[config.mk]
export PLATFORM = sky130hd
export DESIGN_NAME = div_ratio_ctrl_flat
export DESIGN_NICKNAME = d
export VERILOG_FILES = /design/src/rtl/div_ctrl_pkg.sv /design/src/rtl/div_ratio_ctrl_if.sv /design/src/rtl/div_ratio_ctrl_core.sv /design/src/rtl/div_ratio_ctrl.sv /design/src/flat_wrapper.sv
export SDC_FILE = /design/constraint.sdc
export NUM_CORES = 1
export LEC_CHECK = 0
export CORE_UTILIZATION = 60
export DETAILED_ROUTE_END_ITERATION = 7
export DONT_BUFFER_PORTS = 1
export MAX_ROUTING_LAYER = met4
export PLACE_DENSITY = 0.79
export SLEW_MARGIN = 40
export SYNTH_ARGS = -nofsm -noshare
export SYNTH_HDL_FRONTEND = slang
export SYNTH_SLANG_ARGS = --single-unit
[constraint.sdc]
create_clock -name clk_in -period 4.7 [get_ports clk_in]
set_input_delay 1.41 -clock clk_in [delete_from_list [all_inputs] [get_ports clk_in]]
set_output_delay 1.41 -clock clk_in [all_outputs]
set_load 0.05 [all_outputs]
[src/rtl/div_ctrl_pkg.sv]
// Shared definitions for the clock-divider ratio controller: FSM states,
// default counter width and the smallest legal divide ratio.
package div_ctrl_pkg;

  typedef enum logic [1:0] {
    IDLE = 2'd0,
    RUN  = 2'd1,
    PEND = 2'd2
  } state_e;

  localparam int unsigned DEF_CNT_W = 4;
  localparam int unsigned MIN_DIV   = 2;

endpackage

[src/rtl/div_ratio_ctrl_if.sv]
// Configuration request channel: valid/ready handshake carrying enable and
// divide ratio, plus the reject pulse returned to the requester.
import div_ctrl_pkg::*;

interface div_ratio_ctrl_if #(
  parameter int unsigned CNT_W = DEF_CNT_W
) ();

  logic             cfg_valid;
  logic             cfg_ready;
  logic             cfg_en;
  logic [CNT_W-1:0] cfg_div;
  logic             cfg_err;

  modport master (
    output cfg_valid,
    output cfg_en,
    output cfg_div,
    input  cfg_ready,
    input  cfg_err
  );

  modport slave (
    input  cfg_valid,
    input  cfg_en,
    input  cfg_div,
    output cfg_ready,
    output cfg_err
  );

endinterface

[src/rtl/div_ratio_ctrl_core.sv]
// Divider datapath: period counter, posedge/negedge phase flops and the
// odd/even output mux. Ratio and odd select are only reloaded at a boundary.
import div_ctrl_pkg::*;

module div_core #(
  parameter int unsigned CNT_W = DEF_CNT_W
) (
  input  logic             clk_in,
  input  logic             rst_n,
  input  logic             load_i,
  input  logic             stop_i,
  input  logic [CNT_W-1:0] div_i,
  output logic             clk_o,
  output logic             tick_o,
  output logic [CNT_W-1:0] div_o
);

  logic             run_q, run_d;
  logic [CNT_W-1:0] cnt_q, cnt_d;
  logic [CNT_W-1:0] n_q, n_d;
  logic             odd_q, odd_d;
  logic             clk_p_q, clk_p_d;
  logic             clk_n_q;

  assign tick_o = run_q && (cnt_q == (n_q - CNT_W'(1)));

  always_comb begin
    run_d = run_q;
    cnt_d = cnt_q;
    n_d   = n_q;
    odd_d = odd_q;
    if (stop_i) begin
      run_d = 1'b0;
      cnt_d = '0;
      n_d   = '0;
      odd_d = 1'b0;
    end else if (load_i) begin
      run_d = 1'b1;
      cnt_d = '0;
      n_d   = div_i;
      odd_d = div_i[0];
    end else if (run_q) begin
      cnt_d = tick_o ? '0 : cnt_q + CNT_W'(1);
    end
    // clk_p is registered from the next count so it rises on the load edge
    clk_p_d = run_d && (cnt_d < (n_d >> 1));
  end

  always_ff @(posedge clk_in or negedge rst_n) begin
    if (!rst_n) begin
      run_q   <= 1'b0;
      cnt_q   <= '0;
      n_q     <= '0;
      odd_q   <= 1'b0;
      clk_p_q <= 1'b0;
    end else begin
      run_q   <= run_d;
      cnt_q   <= cnt_d;
      n_q     <= n_d;
      odd_q   <= odd_d;
      clk_p_q <= clk_p_d;
    end
  end

  // Half-cycle extension for odd ratios; always 0 across a period boundary
  always_ff @(negedge clk_in or negedge rst_n) begin
    if (!rst_n) begin
      clk_n_q <= 1'b0;
    end else begin
      clk_n_q <= clk_p_q;
    end
  end

  assign clk_o = odd_q ? (clk_p_q | clk_n_q) : clk_p_q;
  assign div_o = n_q;

endmodule

[src/rtl/div_ratio_ctrl.sv]
// Divide-ratio controller: accepts enable/ratio requests, rejects ratios
// below MIN_DIV and defers accepted changes to the next period boundary.
import div_ctrl_pkg::*;

module div_ratio_ctrl #(
  parameter int unsigned CNT_W = DEF_CNT_W
) (
  input  logic             clk_in,
  input  logic             rst_n,
  div_ratio_ctrl_if.slave  cfg,
  output logic             clk_out,
  output logic [CNT_W-1:0] div_cur,
  output logic             period_tick
);

  state_e           state_q, state_d;
  logic             pend_en_q, pend_en_d;
  logic [CNT_W-1:0] pend_div_q, pend_div_d;
  logic             err_q;

  logic             accept;
  logic             div_ok;
  logic             req_good;
  logic             tick;
  logic             load;
  logic             stop;
  logic [CNT_W-1:0] load_div;

  assign cfg.cfg_ready = (state_q != PEND);
  assign cfg.cfg_err   = err_q;
  assign accept        = cfg.cfg_valid & cfg.cfg_ready;
  assign div_ok        = (cfg.cfg_div >= CNT_W'(MIN_DIV));
  assign req_good      = accept & div_ok;
  assign period_tick   = tick;

  always_comb begin
    state_d    = state_q;
    pend_en_d  = pend_en_q;
    pend_div_d = pend_div_q;
    load       = 1'b0;
    stop       = 1'b0;
    load_div   = cfg.cfg_div;
    case (state_q)
      IDLE: begin
        if (req_good && cfg.cfg_en) begin
          load    = 1'b1;
          state_d = RUN;
        end
      end
      RUN: begin
        if (req_good) begin
          // A request landing on the last cycle applies directly, no PEND
          if (tick) begin
            if (cfg.cfg_en) begin
              load = 1'b1;
            end else begin
              stop    = 1'b1;
              state_d = IDLE;
            end
          end else begin
            pend_en_d  = cfg.cfg_en;
            pend_div_d = cfg.cfg_div;
            state_d    = PEND;
          end
        end
      end
      PEND: begin
        if (tick) begin
          load_div   = pend_div_q;
          pend_en_d  = 1'b0;
          pend_div_d = '0;
          if (pend_en_q) begin
            load    = 1'b1;
            state_d = RUN;
          end else begin
            stop    = 1'b1;
            state_d = IDLE;
          end
        end
      end
      default: state_d = IDLE;
    endcase
  end

  always_ff @(posedge clk_in or negedge rst_n) begin
    if (!rst_n) begin
      state_q    <= IDLE;
      pend_en_q  <= 1'b0;
      pend_div_q <= '0;
      err_q      <= 1'b0;
    end else begin
      state_q    <= state_d;
      pend_en_q  <= pend_en_d;
      pend_div_q <= pend_div_d;
      err_q      <= accept & ~div_ok;
    end
  end

  div_core #(
    .CNT_W (CNT_W)
  ) u_core (
    .clk_in (clk_in),
    .rst_n  (rst_n),
    .load_i (load),
    .stop_i (stop),
    .div_i  (load_div),
    .clk_o  (clk_out),
    .tick_o (tick),
    .div_o  (div_cur)
  );

endmodule

[src/flat_wrapper.sv]
// flat-port wrapper written by rule: the top's interface ports become plain ports
module div_ratio_ctrl_flat 
#(
  parameter int unsigned CNT_W = DEF_CNT_W
)
  (clk_in, rst_n, clk_out, div_cur, period_tick, cfg_cfg_valid, cfg_cfg_en, cfg_cfg_div, cfg_cfg_ready, cfg_cfg_err);
  div_ratio_ctrl_if #(.CNT_W(CNT_W)) cfg_i ();
  input  logic clk_in;
  input  logic rst_n;
  output logic clk_out;
  output logic [CNT_W-1:0] div_cur;
  output logic period_tick;
  input wire logic [$bits(cfg_i.cfg_valid)-1:0] cfg_cfg_valid;
  input wire logic [$bits(cfg_i.cfg_en)-1:0] cfg_cfg_en;
  input wire logic [$bits(cfg_i.cfg_div)-1:0] cfg_cfg_div;
  output wire logic [$bits(cfg_i.cfg_ready)-1:0] cfg_cfg_ready;
  output wire logic [$bits(cfg_i.cfg_err)-1:0] cfg_cfg_err;
  assign cfg_i.cfg_valid = cfg_cfg_valid;
  assign cfg_i.cfg_en = cfg_cfg_en;
  assign cfg_i.cfg_div = cfg_cfg_div;
  assign cfg_cfg_ready = cfg_i.cfg_ready;
  assign cfg_cfg_err = cfg_i.cfg_err;
  div_ratio_ctrl #(.CNT_W(CNT_W)) u_core (.clk_in(clk_in), .rst_n(rst_n), .cfg(cfg_i), .clk_out(clk_out), .div_cur(div_cur), .period_tick(period_tick));
endmodule
---- Word level (Yosys, flattened, before mapping) ----
Cells that the tools add are included.
word-level totals
  input bits .............................. 8
  output and inout port bits .............. 8
  bits in registers ....................... 20
cells by class
  equality and inequality tests ........... 9
  mux-type cells .......................... 40
  order comparisons ....................... 2
  reduce and logical (&&, ||, !) cells .... 9
  $add $sub $neg .......................... 2
  bitwise operators ....................... 5
operator list
  operator             count
  $mux 4               10
  $mux 1               20
  $mux 2               5
  $ne 2x2->1 const B   4
  $pmux 4 s2           1
  $reduce_and 4->1     2
  $pmux 2 s3           1
  $add 4x1->4 const B  1
  $eq 4x4->1           1
  $ge 4x2->1 const B   1
  $lt 4x3->1           1
  $pmux 1 s2           2
  $reduce_bool 2->1    2
  $sub 4x1->4 const B  1
  $and 1x1->1          3
  $logic_and 1x1->1    3
  $ne 3x3->1 const B   1
  $pmux 1 s3           1
  $reduce_and 3->1     1
  $eq 2x1->1 const B   1
  $eq 2x2->1 const B   1
  $logic_not 2->1      1
  $ne 2x1->1 const B   1
  $not 1->1            1
  $or 1x1->1           1

---- Logic depth before layout (Yosys ltp) ----
  word-level depth ........................ 10
  mapped depth ............................ 15

---- Cells and area by module ----
Synthesis repeated with hierarchy kept, for this count alone.
second synthesis, totals
  cell total of the unflattened synthesis .. 136
  area, all modules ....................... 1330.0 um2
by module, submodules not included
  module          cells an instance  seq. area each (um2)  times used  area each (um2)
  div_core        73                 300.3                 1           703.2
  div_ratio_ctrl  63                 200.2                 1           626.9

==> results.sh <==
export IMPL_place_inst=156
export IMPL_critPathRequiredTime_ns=3.29
export IMPL_leakage_nw=0.607
export IMPL_r2r_setup_slack_ns=0.98
export IMPL_layout_cells_non_filler=160
export IMPL_r2r_cells=11
export IMPL_cts_sinks=20
export IMPL_grt_setup_unrepaired="yes"
export IMPL_yosysWarnings=0
export IMPL_worstPathArrival_ns=3.32
export IMPL_skew_ns=0.00925
export IMPL_path_clk_slew_ns=0.12
export IMPL_fin_area_um2=1320
export IMPL_ctsHoldBuffers=0
export IMPL_synth_avg_cell_area_um2=9.32
export IMPL_synth_top_area_share_pct=38.3
export IMPL_synth_cell_area_um2=1240
export IMPL_numCtsBuffers=3
export IMPL_final_nets=150
export IMPL_power_frac_seq_pct=32.2
export IMPL_syn_nets=149
export IMPL_setup_tns_ns=-0.0333
export IMPL_crit_path_start="u_core.u_core.clk_n_q"
export IMPL_drc=0
export IMPL_p_switching_uw=563
export IMPL_tightest_slew_ns=0.633
export IMPL_crit_reg2reg_launch="u_core.u_core.div_o[1]"
export IMPL_setup_ws_ns=-0.0333
export IMPL_hp_class="register to register"
export IMPL_drt_iter0_markers=27
export IMPL_die_w_um=47.5
export IMPL_combPwrFrac_pct=55.3
export IMPL_num_rows=16
export IMPL_areaGrowthSynthToFinish_pct=6.36
export IMPL_num_vias=1024
export IMPL_status="finished with violations"
export IMPL_drive_gt1_share_pct=8.27
export IMPL_clock_latency_ns=0.32
export IMPL_clockBufferDepth=2
export IMPL_antenna_found_initial=0
export IMPL_dieArea_um2=2250
export IMPL_clkPwrFrac_pct=12.6
export IMPL_synthCells=133
export IMPL_cts_tree="yes"
export IMPL_timing_rr_end="u_core.u_core.clk_p_q"
export IMPL_synth_edff_count=0
export IMPL_finalSetupViolations=1
export IMPL_endpoint="clk_out"
export IMPL_synth_common_cells="dfrtp_1, nand2_1, ha_1"
export IMPL_pin_count=16
export IMPL_powerDensity_nw_per_um2=885
export IMPL_drt_first_pass_iters=4
export IMPL_place_gp_congestion=0.858
export IMPL_placed_cell_area_um2=1260
export IMPL_final_util_pct=67.2
export IMPL_netlist_top_cells_area="dfrtp_1, ha_1, nand2_1"
export IMPL_hpwl_um=1930
export IMPL_yosysMostFrequentCell="dfrtp_1"
export IMPL_diodes=0
export IMPL_p_int_uw=604
export IMPL_grt_pass1_vias=944
export IMPL_grt_first_pass_wirelength_um=4130
export IMPL_finalHoldViolations=0
export IMPL_cts_root_buffer="clkbuf_4"
export IMPL_die_y_um=47.5
export IMPL_port_buffers=0
export IMPL_place_ws_ns=0.290
export IMPL_synth_cell_types=41
export IMPL_max_cap_violations=0
export IMPL_crit_type="register to output port"
export IMPL_slew_viol_final=0
export IMPL_ant_nets=0
export IMPL_seq_area_frac_synth_pct=40.4
export IMPL_routed_via_density=6.40
export IMPL_irDropWorstVdd_uv=462
export IMPL_synth_top_area_cell="dfrtp_1"
export IMPL_core_area_um2=1960
export IMPL_fill_cells=167
export IMPL_grt_overflow=0
export IMPL_cts_setup_buffers=0
export IMPL_track_usage_pct=28.1
export IMPL_synthFlopType="dfrtp_1"
export IMPL_synthArstFlopShare_pct=100
export IMPL_max_slew_margin_rel_pct=57.8
export IMPL_start_util_pct=63.2
export IMPL_cp_start_kind="register"
export IMPL_synth_seq_cells=20
export IMPL_wirelength_um=2650
export IMPL_netSwitchingFraction_pct=48.3
export IMPL_violations="negative setup slack"
export IMPL_htreeDepth=1
export IMPL_routedWlPerCell_um=16.5
export IMPL_worstSetupEndpointType="output port"
export IMPL_cp_max_fo=1
export IMPL_grt_max_degree=21
logic make-up (layout without fill, tap and decap cells):
kind of cell | Yosys count | after routing | synth area share [%]
XOR/XNOR | 8 | 8 | 5.65
buffers and inverters | 12 | 12 | 3.93
multiplexers | 5 | 5 | 4.44
AO/OA/AOI/OAI | 35 | 35 | 19.4
flip-flops | 20 | 20 | 40.4
AND/OR/NAND/NOR | 45 | 45 | 18.2
adder cells (fa/ha/maj) | 8 | 8 | 8.07
what timing repair did:
| item | 4_1_cts | 5_1_grt |
|---|---|---|
| setup endpoints to repair | 1 | 1 |
| cloned | 0 | 0 |
| gates resized for setup | 1 | 0 |
per-stage QoR:
step | total power, mW | hold WS, ns
after detailed placement | 1.01 | 0.493
final | 1.17 | 0.519
after global placement | 0.979 | 0.477
after floorplan | 0.890 | 0.457
after CTS | 1.16 | 0.525
after global routing | 1.25 | 0.543
registers in the layout, indices dropped and copies added, names as in the netlist:
register	count
u_core.state_q	2
u_core.u_core.cnt_q	4
u_core.u_core.odd_q	1
u_core.u_core.run_q	1
u_core.cfg.cfg_err	1
u_core.u_core.div_o	4
u_core.pend_en_q	1
u_core.u_core.clk_p_q	1
u_core.pend_div_q	4
u_core.u_core.clk_n_q	1
final cells by class:
type                       count  area, um^2  share of cell area, %
multi-input combinational    101         691                   52.4
sequential                    20         500                   38.0
tap                           27        33.8                   2.56
clock inverter                 1        30.0                   2.28
clock buffer                   3        22.5                   1.71
inverter                       6        22.5                   1.71
timing repair buffer           2        18.8                   1.42
power by group through the flow:
stage	clock network, mW	logic, mW	registers [mW]
2_1_floorplan	0	0.522	0.368
3_3_place_gp	0	0.607	0.372
3_5_place_dp	0	0.634	0.379
4_1_cts	0.148	0.642	0.375
5_1_grt	0.153	0.710	0.386
6_report	0.147	0.645	0.375
layer usage:
layer | track usage (%) | wire (um) | vias up
met4 | 11.4 | 53 | 0
met1 | 33.6 | 1160 | 514
met2 | 45.5 | 1330 | 24
met3 | 6.42 | 107 | 7
met5 | - | 0 | -
li1 | - | - | 479
worst min path at each step:
stage                                   start                  end  slack [ns]  depth (start not counted)
after floorplan           u_core.u_core.odd_q  u_core.u_core.odd_q        0.46                          1
after global placement    u_core.u_core.odd_q  u_core.u_core.odd_q        0.48                          1
after detailed placement  u_core.u_core.odd_q  u_core.u_core.odd_q        0.49                          1
after CTS                 u_core.u_core.odd_q  u_core.u_core.odd_q        0.53                          1
after global routing      u_core.u_core.odd_q  u_core.u_core.odd_q        0.54                          1
final                     u_core.u_core.odd_q  u_core.u_core.odd_q        0.52                          1
layout by cell type (no fill, tap or decap), types with 4 or more instances in the layout:
cell and instances:
dfrtp_1 19, nand2_1 14, ha_1 8, nand3_1 7, a21oi_1 7, nor2_1 7, inv_1 5, o21ai_1 5
xor2_1 4, xnor2_1 4, nor3_1 4, mux2i_1 4, a22oi_1 4
worst max-delay path: stages, from the launching register on:
cell and delay [ns]:
dfrtn_1 0.40, a21o_1 0.11, buf_6 0.15
No activity file was read; power rests on OpenSTA's default activity.
